<file path="config.mk">
export PLATFORM = sky130hd
export DESIGN_NAME = packet_packer
export DESIGN_NICKNAME = d
export VERILOG_FILES = /design/src/rtl/packet_packer.sv
export SDC_FILE = /design/constraint.sdc
export NUM_CORES = 1
export LEC_CHECK = 0
export ABC_AREA = 1
export ABC_CLOCK_PERIOD_IN_PS = 2300
export BUFFER_PORTS_ARGS = -buffer_cell sky130_fd_sc_hd__buf_4
export CAP_MARGIN = 15
export CORE_MARGIN = 1
export CORE_UTILIZATION = 35
export CTS_CLUSTER_DIAMETER = 40
export DETAILED_ROUTE_END_ITERATION = 10
export GPL_TIMING_DRIVEN = 0
export HOLD_SLACK_MARGIN = 0.02
export MAX_ROUTING_LAYER = met4
export PLACE_DENSITY_LB_ADDON = 0.1
export SLEW_MARGIN = 15
export SYNTH_ARGS = -nofsm -noshare
export SYNTH_HDL_FRONTEND = slang
export SYNTH_SLANG_ARGS = --single-unit
</file>
<file path="constraint.sdc">
create_clock -name clk -period 2.3 [get_ports clk]
set_clock_uncertainty 0.2 [all_clocks]
set_input_delay 0.115 -clock clk [delete_from_list [all_inputs] [get_ports clk]]
set_output_delay 0.115 -clock clk [all_outputs]
set_load 0.02 [all_outputs]
</file>
<file path="src/rtl/packet_packer.sv">
// Packs a stream of tagged narrow segments into wide words for a FIFO-style write port.
// Optional idle-flush of partial packets is enabled with PACKET_PACKER_TIMEOUT_EN.
module packet_packer #(
   parameter int unsigned             SEGMENT_SIZE   = 8,
   parameter int unsigned             SEGMENT_COUNT  = 4,
   parameter logic [SEGMENT_SIZE-1:0] PAD_VALUE      = '0,
   parameter int unsigned             TIMEOUT_CYCLES = 255
) (
   input  logic                                  clk,
   input  logic                                  rst_n,
   output logic                                  in_full,
   input  logic                                  in_shift,
   input  logic [SEGMENT_SIZE-1:0]               in_data,
   input  logic                                  in_end,
   input  logic                                  out_full,
   output logic                                  out_shift,
   output logic [SEGMENT_SIZE*SEGMENT_COUNT-1:0] out_data,
   output logic                                  out_end
);

   localparam int unsigned       WORD_W   = SEGMENT_SIZE * SEGMENT_COUNT;
   localparam int unsigned       IDX_W    = $clog2(SEGMENT_COUNT);
   localparam logic [IDX_W-1:0]  IDX_LAST = IDX_W'(SEGMENT_COUNT - 1);
   localparam logic [WORD_W-1:0] PAD_WORD = {SEGMENT_COUNT{PAD_VALUE}};

   if (SEGMENT_COUNT < 2) begin : g_bad_count
      $error("packet_packer: SEGMENT_COUNT must be >= 2");
   end
   if (TIMEOUT_CYCLES < 1) begin : g_bad_timeout
      $error("packet_packer: TIMEOUT_CYCLES must be >= 1");
   end

   logic [WORD_W-1:0] r_acc;
   logic [IDX_W-1:0]  r_idx;
   logic              r_hold_valid;
   logic [WORD_W-1:0] r_out_data;
   logic              r_out_end;

   logic              w_drain;
   logic              w_accept;
   logic              w_complete;
   logic              w_flush;
   logic [WORD_W-1:0] w_merged;

   assign w_drain    = r_hold_valid & ~out_full;
   assign in_full    = r_hold_valid & out_full;
   assign w_accept   = in_shift & ~in_full;
   assign w_complete = w_accept & (in_end | (r_idx == IDX_LAST));

   // Accumulator with the incoming segment dropped into its slot
   always_comb begin
      w_merged = r_acc;
      for (int unsigned s = 0; s < SEGMENT_COUNT; s++) begin
         if (r_idx == IDX_W'(s)) begin
            w_merged[s*SEGMENT_SIZE +: SEGMENT_SIZE] = in_data;
         end
      end
   end

`ifdef PACKET_PACKER_TIMEOUT_EN
   localparam int unsigned TO_W = $clog2(TIMEOUT_CYCLES + 1);

   logic [TO_W-1:0] r_idle;

   // Idle counter saturates at the limit; flush waits there until the hold is free
   always_ff @(posedge clk or negedge rst_n) begin
      if (!rst_n) begin
         r_idle <= '0;
      end else if (w_accept || (r_idx == '0) || w_flush) begin
         r_idle <= '0;
      end else if (r_idle != TO_W'(TIMEOUT_CYCLES)) begin
         r_idle <= r_idle + TO_W'(1);
      end
   end

   assign w_flush = (r_idx != '0) && !w_accept &&
                    (r_idle == TO_W'(TIMEOUT_CYCLES)) &&
                    (!r_hold_valid || w_drain);
`else
   assign w_flush = 1'b0;
`endif

   // Accumulator, segment index and one-entry holding register
   always_ff @(posedge clk or negedge rst_n) begin
      if (!rst_n) begin
         r_acc        <= PAD_WORD;
         r_idx        <= '0;
         r_hold_valid <= 1'b0;
         r_out_data   <= '0;
         r_out_end    <= 1'b0;
      end else if (w_complete) begin
         r_hold_valid <= 1'b1;
         r_out_data   <= w_merged;
         r_out_end    <= in_end;
         r_idx        <= '0;
         r_acc        <= PAD_WORD;
      end else if (w_flush) begin
         r_hold_valid <= 1'b1;
         r_out_data   <= r_acc;
         r_out_end    <= 1'b1;
         r_idx        <= '0;
         r_acc        <= PAD_WORD;
      end else begin
         if (w_drain) begin
            r_hold_valid <= 1'b0;
         end
         if (w_accept) begin
            r_acc <= w_merged;
            r_idx <= r_idx + IDX_W'(1);
         end
      end
   end

   assign out_shift = w_drain;
   assign out_data  = r_out_data;
   assign out_end   = r_out_end;

endmodule
</file>
==> metrics.txt <==
pin count of the biggest net entering global routing=69; synthesized area per cell=7.88 um2; critical path's top delay family=buffers and inverters; sequential area share after synthesis=0.540; CP Data Required Time=2320 ps; H-tree depth=3; VDD IR max=0.000407 V; GRT Overall Usage=0.178; I/O Buffers=47; most common cell after layout, fill and taps aside=nand2_1; Max Root-Sink Buffers=2; Pre-antenna DRT Iters=4; chip width=96.9 um; pwr dens=876 nW/um2; vias in the first global route=2514; RePlAce Congestion=0.777; initial antenna violation count=0; Final Max Tran Viols=0; CTS tree=done; antenna-violating nets left=0; crit path kind=register to register; layout cells sized above 1=0.177; final hold violations=0; worst-margin pin slew=889 ps; Die Footprint=9380 um2; cell area after placement=3640 um2; CORE AREA=8720 um2; Initial Util=0.361; status=completed; Hold Path Class=input pin to asynchronous set/reset pin; Rows=34; Mapped Area=3150 um2; crit start category=register; Yosys cell types=17; Final setup viols=0; non-filler cells, final=583; Clock Tree Root=clkbuf_8; Synth Register Bits=68; WL final=7510 um; overflow left after global routing=0; commonest non-fill, non-tap cells in the layout=nand2_1, dfrtp_1, buf_4; cell mode on critical path=nand2_1; Worst Setup End Kind=register; synth warn=0; drt via density=4.41; Worst path max stage delay=550 ps; Max-Cap Viols=0; global-route wire length before repair=12600 um; post-route design area=3940 um2; Cell Chain, Critical Path=ha_1 -> buf_6 -> inv_8 -> nand2_8 -> nand3_4 -> nand2_1 -> nand2_1 -> dlygate4sd3_1; period utilisation layout=0.879; arrival time at the worst endpoint=2050 ps; maximum net fanout on the critical path=10; Vert. Die Dim=96.9 um; fmax=0.495 GHz; Leakage=2.21 nW; buffers and inverters on the worst path=3; largest cells by area after synthesis=dfrtp_1, nand2_1, o21ai_0; Vias=2573; DRC violations left=0; CTS sink cnt=68; Starting DRT DRC Count=116; Ant. Diodes=0; relative slew slack=0.407; RSZ-0062 raised after global routing=false; Boundary Pins=48; syn_nets=417; Synth-to-Final Area Change=25.0%; post-detail-place hpwl=4900 um; Filler Cell Count=901; clk_lat worst skew=340 ps; Mapped Cells=400; TritonCTS Buffers=9; final core utilization=0.452; WL/cell=12.9 um; post-synth top area cell=dfrtp_1; final setup TNS=0 ps; top cell type's share of synthesized area=0.540; slowest CP cell=dlygate4sd3_1; Tmin final=2020 ps; final net count=488; clock-pin slew on the worst setup and hold paths=70 ps; Placed Cells=555
## worst register-to-register path, delay by kind of cell (launching register included)
family	cells	cell delay [ps]
buffers and inverters	3	790
DFF	1	410
and+or+nand+nor	4	320
adders and majority gates	1	190
## per-stage QoR
stage | worst slack [ps] | hold slack [ps] | total power, mW
after floorplan | 789 | -381 | 2.17
after global placement | 586 | 107 | 2.57
after detailed placement | 562 | 107 | 2.58
after CTS | 288 | 275 | 3.51
after global routing | 215 | 289 | 3.69
final | 279 | 234 | 3.45
## cells by family after synthesis
| kind of cell | Yosys count | synth area share |
|---|---|---|
| fa+ha+maj | 4 | 0.0159 |
| compound gates | 24 | 0.0381 |
| flops | 68 | 0.540 |
| buf+inv | 46 | 0.0774 |
| simple gates | 258 | 0.328 |
## Yosys cell counts (all sizes together)
library cell,n
buf,16
dfrtp,68
ha,4
inv,30
nand2,253
nand3,1
nor2,4
o21ai,24
## routing by layer
metal	GRT usage	part of all wire	wire length [um]	vias up
li1	-	-	-	1334
met1	0.240	0.49	3670	1167
met2	0.261	0.45	3410	58
met3	0.0282	0.037	276	14
met4	0.0838	0.019	142	0
met5	-	0	0	-
## area by class of cell
type,count,area [um2],share of cell area
well taps,108,135,0.0343
clock inverters,2,10.0,0.00254
repair buffers,60,483,0.123
clock buffers,13,159,0.0404
inverters,30,120,0.0305
plain buffers,16,124,0.0315
flip-flops and latches,68,1700,0.432
multi-input cells,286,1200,0.306
## sequential cells by signal, indices dropped and copies added, names as in the netlist
name and count:
r_acc 32, out_data 32, out_end 1, r_hold_valid 1, r_idx 2
## power breakdown
part,switching (mW),total (mW),internal [mW],leakage [nW]
sequential,0.119,1.53,1.41,0.917
combinational,0.633,1.04,0.403,1.20
clock,0.438,0.880,0.442,0.0893
total,1.19,3.45,2.26,2.21
## path summary, 6_finish.rpt
| path | startpoint | end | slack, ps | depth (start not counted) |
|---|---|---|---|---|
| worst min-delay path | rst_n | out_data[13]$_DFFE_PN0P_ | 230 | 2 |
| min in group clk | out_data[8]$_DFFE_PN0P_ | out_data[8]$_DFFE_PN0P_ | 270 | 2 |
| max in group asynchronous | rst_n | r_acc[29]$_DFFE_PN0P_ | 1090 | 2 |
| worst min register to register | out_data[8]$_DFFE_PN0P_ | out_data[8]$_DFFE_PN0P_ | 270 | 2 |
| worst max-delay path | r_idx[0]$_DFFE_PN0P_ | out_end$_DFFE_PN0P_ | 280 | 8 |
| worst max register to register | r_idx[0]$_DFFE_PN0P_ | out_end$_DFFE_PN0P_ | 280 | 8 |
## what timing repair did
item,in CTS,in global routing
gates resized for setup,0,0
hold buffers,13,0
buffers inserted,0,0
endpoints found under the hold margin,132,0
(Power assumes the default switching activity.)
